**src/rtl/parity_frame_rx_pkg.sv**
```systemverilog
// Shared definitions for the serial parity frame receiver and the parity checker stage.
// Coverage encodings must stay identical in both users of parity_calc.
package parity_frame_rx_pkg;

    localparam logic [1:0] CHK_HI_NIB   = 2'b00;
    localparam logic [1:0] CHK_EVEN_IDX = 2'b01;
    localparam logic [1:0] CHK_ODD_IDX  = 2'b10;
    localparam logic [1:0] CHK_ALL      = 2'b11;

    localparam int FRAME_LEN = 11;

    typedef enum logic [1:0] {
        IDLE = 2'd0,
        DATA = 2'd1,
        PAR  = 2'd2,
        STOP = 2'd3
    } rx_state_t;

endpackage

```
**src/rtl/parity_frame_rx_parity_calc.sv**
```systemverilog
// Combinational parity over a selectable subset of a byte, with polarity control.
// Shared with the checker stage so both compute bit-exact parity.
module parity_calc
    import parity_frame_rx_pkg::*;
(
    input  logic [7:0] d,
    input  logic [1:0] chk,
    input  logic       even,
    output logic       p
);

    logic [7:0] mask;

    always_comb begin
        mask = 8'hFF;
        unique case (chk)
            CHK_HI_NIB:   mask = 8'hF0;
            CHK_EVEN_IDX: mask = 8'h55;
            CHK_ODD_IDX:  mask = 8'hAA;
            CHK_ALL:      mask = 8'hFF;
            default:      mask = 8'hFF;
        endcase
        p = (^(d & mask)) ^ even;
    end

endmodule

```
**src/rtl/parity_frame_rx.sv**
```systemverilog
// Serial start/data/parity/stop frame receiver with parity and framing checks
// and a saturating error counter.
//
// state | meaning
// IDLE  | waiting for a start bit (0) on an accepted cycle
// DATA  | shifting in D0..D7, LSB first
// PAR   | capturing the received parity bit
// STOP  | evaluating the stop bit and publishing the result
module parity_frame_rx
    import parity_frame_rx_pkg::*;
#(
    parameter int CNT_W = 8
) (
    input  logic             clk,
    input  logic             rst_n,
    input  logic             sin,
    input  logic             sin_valid,
    input  logic [1:0]       chk,
    input  logic             even,
    input  logic             clr_cnt,
    output logic [7:0]       dout,
    output logic             dout_valid,
    output logic             par_err,
    output logic             frame_err,
    output logic [CNT_W-1:0] err_cnt,
    output logic             busy
);

    rx_state_t        state, state_nxt;
    logic [2:0]       bit_idx, bit_idx_nxt;
    logic [7:0]       shreg, shreg_nxt;
    logic [1:0]       chk_lat, chk_lat_nxt;
    logic             even_lat, even_lat_nxt;
    logic             p_bit, p_bit_nxt;
    logic [7:0]       dout_nxt;
    logic             dout_valid_nxt;
    logic             par_err_nxt;
    logic             frame_err_nxt;
    logic [CNT_W-1:0] err_cnt_nxt;
    logic             p_exp;

    // Mode is latched at the start bit so mid-frame changes of chk/even are ignored.
    parity_calc u_parity_calc (
        .d    (shreg),
        .chk  (chk_lat),
        .even (even_lat),
        .p    (p_exp)
    );

    always_ff @(posedge clk or negedge rst_n) begin
        if (!rst_n) begin
            state      <= IDLE;
            bit_idx    <= 3'd0;
            shreg      <= 8'h00;
            chk_lat    <= 2'b00;
            even_lat   <= 1'b0;
            p_bit      <= 1'b0;
            dout       <= 8'h00;
            dout_valid <= 1'b0;
            par_err    <= 1'b0;
            frame_err  <= 1'b0;
            err_cnt    <= '0;
        end else begin
            state      <= state_nxt;
            bit_idx    <= bit_idx_nxt;
            shreg      <= shreg_nxt;
            chk_lat    <= chk_lat_nxt;
            even_lat   <= even_lat_nxt;
            p_bit      <= p_bit_nxt;
            dout       <= dout_nxt;
            dout_valid <= dout_valid_nxt;
            par_err    <= par_err_nxt;
            frame_err  <= frame_err_nxt;
            err_cnt    <= err_cnt_nxt;
        end
    end

    always_comb begin
        state_nxt      = state;
        bit_idx_nxt    = bit_idx;
        shreg_nxt      = shreg;
        chk_lat_nxt    = chk_lat;
        even_lat_nxt   = even_lat;
        p_bit_nxt      = p_bit;
        dout_nxt       = dout;
        dout_valid_nxt = 1'b0;
        par_err_nxt    = par_err;
        frame_err_nxt  = frame_err;

        if (sin_valid) begin
            unique case (state)
                IDLE: begin
                    if (!sin) begin
                        state_nxt    = DATA;
                        bit_idx_nxt  = 3'd0;
                        chk_lat_nxt  = chk;
                        even_lat_nxt = even;
                    end
                end
                DATA: begin
                    shreg_nxt[bit_idx] = sin;
                    bit_idx_nxt        = bit_idx + 3'd1;
                    if (bit_idx == 3'd7) begin
                        state_nxt = PAR;
                    end
                end
                PAR: begin
                    p_bit_nxt = sin;
                    state_nxt = STOP;
                end
                STOP: begin
                    dout_nxt       = shreg;
                    dout_valid_nxt = 1'b1;
                    par_err_nxt    = (p_bit != p_exp);
                    frame_err_nxt  = !sin;
                    state_nxt      = IDLE;
                end
                default: state_nxt = IDLE;
            endcase
        end
    end

    // Clear has priority over a simultaneous erroneous frame.
    always_comb begin
        err_cnt_nxt = err_cnt;
        if (clr_cnt) begin
            err_cnt_nxt = '0;
        end else if (dout_valid_nxt && (par_err_nxt || frame_err_nxt) && (err_cnt != '1)) begin
            err_cnt_nxt = err_cnt + CNT_W'(1);
        end
    end

    assign busy = (state != IDLE);

endmodule

```
**config.mk**
```make
export PLATFORM = sky130hd
export DESIGN_NAME = parity_frame_rx
export DESIGN_NICKNAME = d
export VERILOG_FILES = /design/src/rtl/parity_frame_rx_pkg.sv /design/src/rtl/parity_frame_rx_parity_calc.sv /design/src/rtl/parity_frame_rx.sv
export SDC_FILE = /design/constraint.sdc
export NUM_CORES = 1
export LEC_CHECK = 0
export ABC_AREA = 1
export CELL_PAD_IN_SITES_DETAIL_PLACEMENT = 1
export CELL_PAD_IN_SITES_GLOBAL_PLACEMENT = 1
export CORE_ASPECT_RATIO = 0.75
export CORE_UTILIZATION = 40
export CTS_CLUSTER_SIZE = 20
export DETAILED_ROUTE_END_ITERATION = 12
export GPL_TIMING_DRIVEN = 0
export PLACE_DENSITY = 0.76
export SLEW_MARGIN = 20
export SYNTH_ARGS = -nofsm -noshare
export SYNTH_HDL_FRONTEND = slang
export SYNTH_HIERARCHICAL = 1
export SYNTH_SLANG_ARGS = --single-unit
```
**constraint.sdc**
```tcl
create_clock -name clk -period 3.3 [get_ports clk]
set_input_delay 0.33 -clock clk [delete_from_list [all_inputs] [get_ports clk]]
set_output_delay 0.33 -clock clk [all_outputs]
set_load 0.01 [all_outputs]
```
==> flow_metrics.env, run 1 <==
export IMPL_core_region_area_um2=4950
export IMPL_hold_path_startpoint="dout[1]$_DFFE_PN0P_"
export IMPL_worstSetupStartpointType="register"
export IMPL_rsz0062_at_grt="no"
export IMPL_cp_cell_sequence="inv_1 -> nand2_1 -> nand2_1 -> nand2_1 -> nand2_1 -> nand2_1 -> nand2_1 -> inv_1 -> nand3_1 -> nand2_1 -> inv_1 -> nand2_1 -> nand2_1 -> nand2_4 -> nand2_4 -> nand2_8 -> nand2_8 -> nand3_2 -> nand2_1"
export IMPL_maxCapViolations=0
export IMPL_vias=1769
export IMPL_synth_nets=276
export IMPL_end_kind="register"
export IMPL_wl_per_cell_um=13.9
export IMPL_arrival_ns=2.21
export IMPL_port_buffers=27
export IMPL_die_y_um=64.6
export IMPL_path_clk_slew_ns=0.07
export IMPL_path_max_fanout=9
export IMPL_ys_seq_elements=36
export IMPL_ys_types=30
export IMPL_final_common_cell="nand2_1"
export IMPL_antenna_found_initial=0
export IMPL_clockRootBuffer="clkbuf_8"
export IMPL_period_share_pct=61.5
export IMPL_skew_ns=0.00407
export IMPL_die_area_um2=5530
export IMPL_ys_warnings_count=6
export IMPL_cpMostUsedCell="nand2_1"
export IMPL_final_cell_mix="nand2_1 (83), inv_1 (38), dfrtp_1 (36)"
export IMPL_rows=22
export IMPL_reg2reg_to="err_cnt[2]$_DFFE_PN0P_"
export IMPL_via_per_inst=4.97
export IMPL_finalHoldViolations=0
export IMPL_nets=312
export IMPL_fillers=613
export IMPL_ctsHtreeMaxLevel=2
export IMPL_post_route_drc_count=0
export IMPL_start_util_pct=42.2
export IMPL_routed_wl_um=4950
export IMPL_ctsLongestPathBuffers=2
export IMPL_final_area_um2=2560
export IMPL_fmax_ghz=0.493
export IMPL_drive_gt1_share_pct=12.2
export IMPL_grt_pass1_vias=1826
export IMPL_netlist_area_um2=2090
export IMPL_tightest_slew_ns=0.377
export IMPL_worstRegToRegCells=19
export IMPL_overflow=0
export IMPL_drtIter0Drc=150
export IMPL_postSynthAreaPerCell_um2=8.05
export IMPL_area_growth_pct=22.3
export IMPL_clkSinkCount=36
export IMPL_power_total_w=0.00197
export IMPL_grt_pass1_wl_um=8800
export IMPL_min_to="dout[1]$_DFFE_PN0P_"
export IMPL_p_per_area_nw_per_um2=771
export IMPL_grt_max_degree=25
export IMPL_tns_ns=0
export IMPL_drv_slew=0
export IMPL_timing_rr_start="chk_lat[0]$_DFFE_PN0P_"
export IMPL_r2r_slack_ns=1.27
export IMPL_holdPathStages=2
export IMPL_hpwl_um=3830
export IMPL_fp_dieW_um=85.5
export IMPL_status="finished clean"
export IMPL_io_pins=28
export IMPL_ir_worst_vdd_v=0.000317
export IMPL_drt_first_pass_iters=4
export IMPL_fin_crit_ns=2.03
export IMPL_clock_latency_ns=0.28
export IMPL_postSynthCellCount=260
export IMPL_ant_nets=0
export IMPL_diodes=0
export IMPL_post_cts_buffers=0
export IMPL_slew_headroom_pct=74.8
export IMPL_slowest_delay_ns=0.45
export IMPL_crit_type="reg2reg"
export IMPL_cts_tree="built"
export IMPL_hold_path_class="reg2reg"
export IMPL_gp_congestion=0.756
export IMPL_cpMaxStageDelayCell="dfrtp_1"
export IMPL_cp_required_ns=3.48
export IMPL_cts_buffers=5
export IMPL_yosysSeqAreaShare_pct=43.1
export IMPL_grt_use_total_pct=20.8
export IMPL_placed_area_um2=2450
export IMPL_power_leakage_nw=1.29
export IMPL_setup_viol=0
-- cell type report --
cell class,instances,area (um^2),area share (%)
multi-input combinational,180,1020,39.8
timing repair buffer,29,295,11.5
inverter,42,163,6.36
sequential,36,901,35.2
buffer,2,11.3,0.440
clock buffer,7,96.3,3.77
tap,60,75.1,2.93
-- layer usage --
metal / track usage [%] / share of wire [%] / up-vias
met5: 0 / 0 / -
met4: 6.88 / 1.3 / 0
met1: 30.0 / 51 / 831
met3: 3.82 / 3.6 / 7
li1: - / - / 901
met2: 31.3 / 44 / 30
-- cells by family (layout without fill, tap and decap cells) --
logic type               count (synthesis)  count (layout)  share of synthesized area [%]
AO/OA/AOI/OAI                           31              31                           9.15
AND/OR/NAND/NOR                        138             138                           33.1
buffers and inverters                   44              80                           8.31
adder cells (fa/ha/maj)                  8               8                           4.78
multiplexers                             3               3                           1.61
flip-flops                              36              36                           43.1
-- Yosys cell counts (all sizes together) --
cell    number  area share, %
dfrtp       36             43
nand4        8            2.4
nor2        14            3.0
clkbuf       1           0.18
o21ai       14            3.9
a21boi       2           0.72
ha           8            4.8
nor3         2            1.0
a31oi        5            1.5
nand2       90             19
buf          1           0.36
a21oi        9            2.7
inv         40            7.2
clkinv       2           0.60
nand3       24            7.7
mux2         3            1.6
o21bai       1           0.36
-- through the flow --
stage | hold slack [ns] | util, % | setup WS, ns | instances
global placement | 0.463 | 49.2 | 0.989 | 347
floorplan | 0.0344 | - | 1.66 | 260
global route | 0.506 | 51.6 | 1.03 | 356
detailed placement | 0.240 | 49.5 | 1.27 | 348
CTS | 0.467 | 51.6 | 1.26 | 356
finish | 0.478 | 51.6 | 1.27 | 356
-- worst max path at each step --
| stage | startpoint | end | slack [ns] |
|---|---|---|---|
| 6_report | chk_lat[0]$_DFFE_PN0P_ | err_cnt[2]$_DFFE_PN0P_ | 1.27 |
| 3_5_place_dp | chk_lat[0]$_DFFE_PN0P_ | err_cnt[2]$_DFFE_PN0P_ | 1.27 |
| 5_1_grt | chk_lat[0]$_DFFE_PN0P_ | err_cnt[5]$_DFFE_PN0P_ | 1.03 |
| 4_1_cts | chk_lat[0]$_DFFE_PN0P_ | err_cnt[2]$_DFFE_PN0P_ | 1.26 |
| 2_1_floorplan | chk_lat[0]$_DFFE_PN0P_ | err_cnt[5]$_DFFE_PN0P_ | 1.66 |
| 3_3_place_gp | rst_n | shreg[0]$_DFFE_PN0P_ | 0.99 |
-- critical path: cells and delay by family (launching register included) --
| kind | cells | cell delay, ns |
|---|---|---|
| DFF | 1 | 0.45 |
| and+or+nand+nor | 16 | 1.26 |
| buffers and inverters | 3 | 0.21 |
-- registers in the layout, summed over array words and instances (netlist names) --
signal	cells
dout	8
bit_idx	3
even_lat	1
state	2
dout_valid	1
frame_err	1
par_err	1
shreg	8
chk_lat	2
err_cnt	8
p_bit	1
-- report_power, final --
part	internal [W]	switching [W]	total [W]
clock	0.000186	0.000153	0.000339
combinational	0.000361	0.000532	0.000894
sequential	0.000589	0.000152	0.000741
-- repair_timing --
item	4_1_cts	5_1_grt
hold endpoints to repair	12	0
gates resized for setup	0	0
hold buffers	1	0
No activity file was read; power rests on OpenSTA's default activity.
==> run 2: changes to the inputs <==
Settings changed: CORE_UTILIZATION 40 to 37, PLACE_DENSITY 0.76 to 0.74.
Clock period 3.3 ns to 1.8 ns, I/O delays scaled along.
==> flow_metrics.env, run 2 (synthesis gave the netlist of run 1 again) <==
export IMPL_path_clk_slew_ns=0.08
export IMPL_cts_tree="built"
export IMPL_drtIter0Drc=66
export IMPL_ctsHtreeMaxLevel=2
export IMPL_maxCapViolations=0
export IMPL_clock_latency_ns=0.30
export IMPL_register_area_um2=903
export IMPL_fmax_ghz=0.517
export IMPL_timing_rr_start="chk_lat[0]$_DFFE_PN0P_"
export IMPL_grt_use_total_pct=19.9
export IMPL_placed_area_um2=2470
export IMPL_rsz0062_at_grt="yes"
export IMPL_power_switching_w=0.00175
export IMPL_period_share_pct=107
export IMPL_die_area_um2=5960
export IMPL_hold_path_class="in2async"
export IMPL_clkSinkCount=36
export IMPL_finalWorstSetupSlack_ns=-0.135
export IMPL_drv_slew=0
export IMPL_fillers=677
export IMPL_slew_headroom_pct=74.0
export IMPL_end_kind="register"
export IMPL_start_util_pct=38.9
export IMPL_clockRootBuffer="clkbuf_8"
export IMPL_power_total_w=0.00395
export IMPL_p_seq_share_pct=35.3
export IMPL_top_regs="dout x8, err_cnt x8, shreg x8"
export IMPL_reg2reg_to="err_cnt[2]$_DFFE_PN0P_"
export IMPL_fin_crit_ns=1.93
export IMPL_rows=23
export IMPL_grt_max_degree=25
export IMPL_nets=316
export IMPL_path_max_fanout=8
export IMPL_die_y_um=67.1
export IMPL_setup_viol=8
export IMPL_port_buffers=27
export IMPL_swShare_pct=44.4
export IMPL_ir_worst_vdd_v=0.000580
export IMPL_drt_first_pass_iters=4
export IMPL_status="complete, but fails checks"
export IMPL_crit_type="reg2reg"
export IMPL_p_comb_share_pct=49.5
export IMPL_area_growth_pct=28.7
export IMPL_tns_ns=-0.964
export IMPL_r2r_slack_ns=-0.13
export IMPL_cts_buffers=5
export IMPL_diodes=0
export IMPL_fp_dieW_um=88.8
export IMPL_tightest_slew_ns=0.390
export IMPL_via_per_inst=4.86
export IMPL_final_common_cell="nand2_1"
export IMPL_routed_wl_um=5280
export IMPL_io_pins=28
export IMPL_clockPowerShare_pct=15.3
export IMPL_vias=1829
export IMPL_final_area_um2=2690
export IMPL_worstRegToRegCells=18
export IMPL_violations="setup timing"
export IMPL_cp_required_ns=1.98
export IMPL_ant_nets=0
export IMPL_power_leakage_nw=1.33
export IMPL_overflow=0
export IMPL_gp_congestion=0.715
export IMPL_antenna_found_initial=0
export IMPL_grt_pass1_wl_um=8740
export IMPL_post_route_drc_count=0
export IMPL_grt_pass1_vias=1803
export IMPL_final_cell_mix="nand2_1 (63), inv_1 (34), dfrtp_1 (34)"
export IMPL_core_region_area_um2=5380
export IMPL_worstSetupStartpointType="register"
export IMPL_holdWs_ns=0.298
export IMPL_wl_per_cell_um=14.0
export IMPL_hpwl_um=3720
export IMPL_finalHoldViolations=0
export IMPL_p_per_area_nw_per_um2=1470
export IMPL_multi_input_area_um2=1110
export IMPL_drive_gt1_share_pct=22.6
export IMPL_ctsLongestPathBuffers=2
export IMPL_skew_ns=0.00789
export IMPL_arrival_ns=2.12
export IMPL_internal_power_w=0.00220
run 2: worst max-delay path by stage:
| stage | startpoint | cells past startpoint | slack, ns | endpoint |
|---|---|---|---|---|
| 6_report | chk_lat[0]$_DFFE_PN0P_ | 18 | -0.13 | err_cnt[2]$_DFFE_PN0P_ |
| 5_1_grt | chk_lat[0]$_DFFE_PN0P_ | 19 | -0.25 | err_cnt[6]$_DFFE_PN0P_ |
| 4_1_cts | chk_lat[0]$_DFFE_PN0P_ | 18 | -0.09 | err_cnt[2]$_DFFE_PN0P_ |
| 3_5_place_dp | chk_lat[0]$_DFFE_PN0P_ | 19 | -0.15 | err_cnt[2]$_DFFE_PN0P_ |
| 3_3_place_gp | rst_n | 1 | -0.38 | bit_idx[2]$_DFFE_PN0P_ |
| 2_1_floorplan | chk_lat[0]$_DFFE_PN0P_ | 18 | 0.16 | err_cnt[5]$_DFFE_PN0P_ |
run 2: through the flow:
step	util, %	std cells	setup slack [ns]
final	50.0	376	-0.135
after floorplan	-	260	0.155
after global placement	45.6	362	-0.380
after global routing	50.0	376	-0.249
after detailed placement	45.9	363	-0.152
after CTS	49.1	375	-0.0882
run 2: power groups by stage:
stage               clock network, W  logic [W]  registers, W
floorplan                          0    0.00110       0.00134
global placement                   0    0.00155       0.00137
detailed placement                 0    0.00162       0.00138
CTS                         0.000628    0.00183       0.00137
global route                0.000659    0.00217       0.00144
finish                      0.000604    0.00195       0.00139
run 2: final cells by class:
class	instances	area share, %
clock buffers	8	3.35
well taps	75	3.49
multi-input cells	181	41.3
repair buffers	32	11.9
inverters	42	6.04
plain buffers	2	0.418
flip-flops and latches	36	33.6
run 2: what timing repair did:
item | CTS | global route
pin swaps | 10 | 10
setup endpoints to repair | 9 | 10
cloned | 1 | 0
setup buffers | 2 | 1
hold buffers | 1 | 0
hold endpoints to repair | 12 | 0
resized for setup | 19 | 16
run 2: routing by layer:
| metal | track usage [%] | part of all wire [%] | up-vias | wire [um] |
|---|---|---|---|---|
| met5 | 0 | 0 | - | 0 |
| met4 | 6.05 | 1.2 | 0 | 64 |
| met3 | 5.20 | 3.3 | 7 | 176 |
| met2 | 30.9 | 47 | 31 | 2460 |
| met1 | 27.3 | 49 | 880 | 2580 |
| li1 | - | - | 911 | - |
run 2: critical path: stages, from the launching register on:
cell	delay, ns
dfrtp_2	0.46
nand2_2	0.12
inv_2	0.06
nand2_2	0.07
nand2_2	0.05
nand2_2	0.08
nand2_1	0.07
nand2_1	0.08
nand3_1	0.08
nand2_1	0.09
inv_1	0.06
nand2_2	0.06
nand2_2	0.06
nand2_4	0.09
nand2_8	0.08
nand2_8	0.10
nand2_8	0.09
nand3_2	0.09
nand2_2	0.04
==> run 3: changes to the inputs <==
Settings changed: CORE_UTILIZATION 37 to 36, PLACE_DENSITY 0.74 to 0.73, SYNTH_HIERARCHICAL 1 to not set.
==> flow_metrics.env, run 3 <==
export IMPL_yosys_area_top_type="dfrtp_1"
export IMPL_synth_area_leaders="dfrtp_1 (47%), nand2_1 (14%), inv_1 (6.3%), a21oi_1 (4.7%), ha_1 (4.6%)"
export IMPL_antenna_found_initial=0
export IMPL_holdWs_ns=0.298
export IMPL_overflow=0
export IMPL_drt_first_pass_iters=4
export IMPL_critPathBufInv=2
export IMPL_hpwl_um=3470
export IMPL_area_growth_pct=33.4
export IMPL_cts_tree="built"
export IMPL_crit_type="reg2reg"
export IMPL_port_buffers=27
export IMPL_arrival_ns=1.90
export IMPL_start_util_pct=38.3
export IMPL_rows=22
export IMPL_status="finished clean"
export IMPL_synth_ff_type="dfrtp_1"
export IMPL_io_pins=28
export IMPL_ctsHtreeMaxLevel=2
export IMPL_ys_warnings_count=0
export IMPL_ys_types=23
export IMPL_post_route_drc_count=0
export IMPL_dpl_cell_count=340
export IMPL_postSynthAreaPerCell_um2=7.99
export IMPL_stdcell_count=355
export IMPL_grt_use_total_pct=19.4
export IMPL_fmax_ghz=0.581
export IMPL_ctsLongestPathBuffers=2
export IMPL_fin_crit_ns=1.72
export IMPL_skew_ns=0.0114
export IMPL_slew_headroom_pct=63.6
export IMPL_yosysSeqAreaShare_pct=47.0
export IMPL_vias=1726
export IMPL_r2r_slack_ns=0.08
export IMPL_end_kind="register"
export IMPL_path_clk_slew_ns=0.08
export IMPL_synth_common_cells="nand2_1 (74), dfrtp_1 (36), inv_1 (32), a21oi_1 (18), nor2_1 (14)"
export IMPL_via_per_inst=4.86
export IMPL_path_max_fanout=8
export IMPL_setup_viol=0
export IMPL_top_regs="dout x8, err_cnt x8, shreg x8"
export IMPL_clock_latency_ns=0.29
export IMPL_clkSinkCount=36
export IMPL_ant_nets=0
export IMPL_cts_buffers=5
export IMPL_ys_seq_elements=36
export IMPL_crit_family="simple AND/OR/NAND/NOR gates"
export IMPL_fp_dieW_um=86.3
export IMPL_grt_pass1_wl_um=8260
export IMPL_drive_gt1_share_pct=19.8
export IMPL_cp_required_ns=1.98
export IMPL_synth_most_common_cell="nand2_1"
export IMPL_cpMaxStageDelayCell="dfrtp_1"
export IMPL_synth_top_cell_area_share_pct=47.0
export IMPL_wl_per_cell_um=14.2
export IMPL_drv_slew=0
export IMPL_netlist_area_um2=1920
export IMPL_postSynthCellCount=240
export IMPL_routed_wl_um=5060
export IMPL_final_cell_mix="nand2_1 (62), dfrtp_1 (34), inv_1 (26)"
export IMPL_grt_pass1_vias=1678
export IMPL_diodes=0
export IMPL_worstSetupStartpointType="register"
export IMPL_core_region_area_um2=5010
export IMPL_clockRootBuffer="clkbuf_8"
export IMPL_ir_worst_vdd_v=0.000620
export IMPL_gp_congestion=0.741
export IMPL_final_common_cell="nand2_1"
export IMPL_finalHoldViolations=0
export IMPL_power_leakage_nw=1.26
export IMPL_rsz0062_at_grt="yes"
export IMPL_drtIter0Drc=51
export IMPL_cp_cell_sequence="ha_2 -> nand2_4 -> inv_2 -> or2_2 -> o21ai_2 -> nand3_4 -> buf_6 -> nand4_1 -> nand2_1"
export IMPL_tightest_slew_ns=0.545
export IMPL_async_reset_ff_share_pct=100
export IMPL_die_area_um2=5620
export IMPL_hold_path_class="in2async"
export IMPL_nets=297
export IMPL_synth_nets=255
export IMPL_slowest_delay_ns=0.40
export IMPL_p_per_area_nw_per_um2=1540
export IMPL_die_y_um=65.2
export IMPL_period_share_pct=95.7
export IMPL_synth_edff_count=0
export IMPL_maxCapViolations=0
export IMPL_grt_max_degree=26
-- run 3: worst register-to-register path: stages, from the launching register on --
cell and delay [ns]:
dfrtp_1 0.40, ha_2 0.21, nand2_4 0.07, inv_2 0.08
or2_2 0.29, o21ai_2 0.10, nand3_4 0.16, buf_6 0.16
nand4_1 0.07, nand2_1 0.06
-- run 3: layout make-up --
class | instances | area (um^2)
sequential | 36 | 903
buffer | 2 | 8.76
multi-input combinational | 168 | 993
timing repair buffer | 34 | 339
inverter | 35 | 131
tap | 72 | 90.1
fill | 621 | 2450
clock buffer | 8 | 90.1
-- run 3: metrics by stage --
| stage | power, W | setup slack, ns | cell area [um^2] | util, % | setup TNS, ns |
|---|---|---|---|---|---|
| 5_1_grt | 0.00428 | -0.0558 | 2560 | 51.0 | -0.363 |
| 2_1_floorplan | 0.00244 | 0.132 | 1920 | - | 0 |
| 3_5_place_dp | 0.00306 | -0.254 | 2290 | 45.8 | -1.93 |
| 3_3_place_gp | 0.00299 | -0.394 | 2280 | 45.5 | -15.97 |
| 4_1_cts | 0.00378 | 0.0166 | 2440 | 48.8 | 0 |
| 6_report | 0.00394 | 0.0775 | 2560 | 51.0 | 0 |
-- run 3: routing by layer --
layer  part of all wire, %  global-route usage (%)
met3                   2.2                    4.15
met2                    46                    30.6
met1                    51                    27.1
met4                  0.83                    5.00
met5                     0                       0
-- run 3: power breakdown --
part           switching, W  internal, W  leakage, nW  total [W]
clock network      0.000296     0.000313       0.0455   0.000609
logic               0.00113     0.000810        0.759    0.00194
registers          0.000291      0.00111        0.455    0.00140
total               0.00171      0.00223         1.26    0.00394
-- run 3: logic make-up after synthesis --
kind of cell	after synthesis	synth area share, %
buf+inv	37	7.31
flops	36	47.0
compound gates	37	10.8
simple gates	117	27.5
xor+xnor	6	2.74
fa+ha+maj	7	4.57
-- run 3: path summary, 6_finish.rpt --
check / start / endpoint / cells past startpoint
setup / recovery: state[0]$_DFFE_PN0P_ / err_cnt[6]$_DFFE_PN0P_ / 9
hold / removal: rst_n / dout[5]$_DFFE_PN0P_ / 2
setup reg to reg: state[0]$_DFFE_PN0P_ / err_cnt[6]$_DFFE_PN0P_ / 9
hold reg to reg: dout[1]$_DFFE_PN0P_ / dout[1]$_DFFE_PN0P_ / 2
max in group asynchronous: rst_n / state[1]$_DFFE_PN0P_ / 3
min in group clk: chk[1] / chk_lat[1]$_DFFE_PN0P_ / 3
-- run 3: repair_timing --
item                                    in CTS  in global routing
hold buffers                                 1                  0
endpoints found under the hold margin       11                  0
pin swaps                                    2                 17
gates cloned                                 0                  1
resized for setup                            7                 31
setup buffers                                4                  1
endpoints found under the setup margin       9                  8
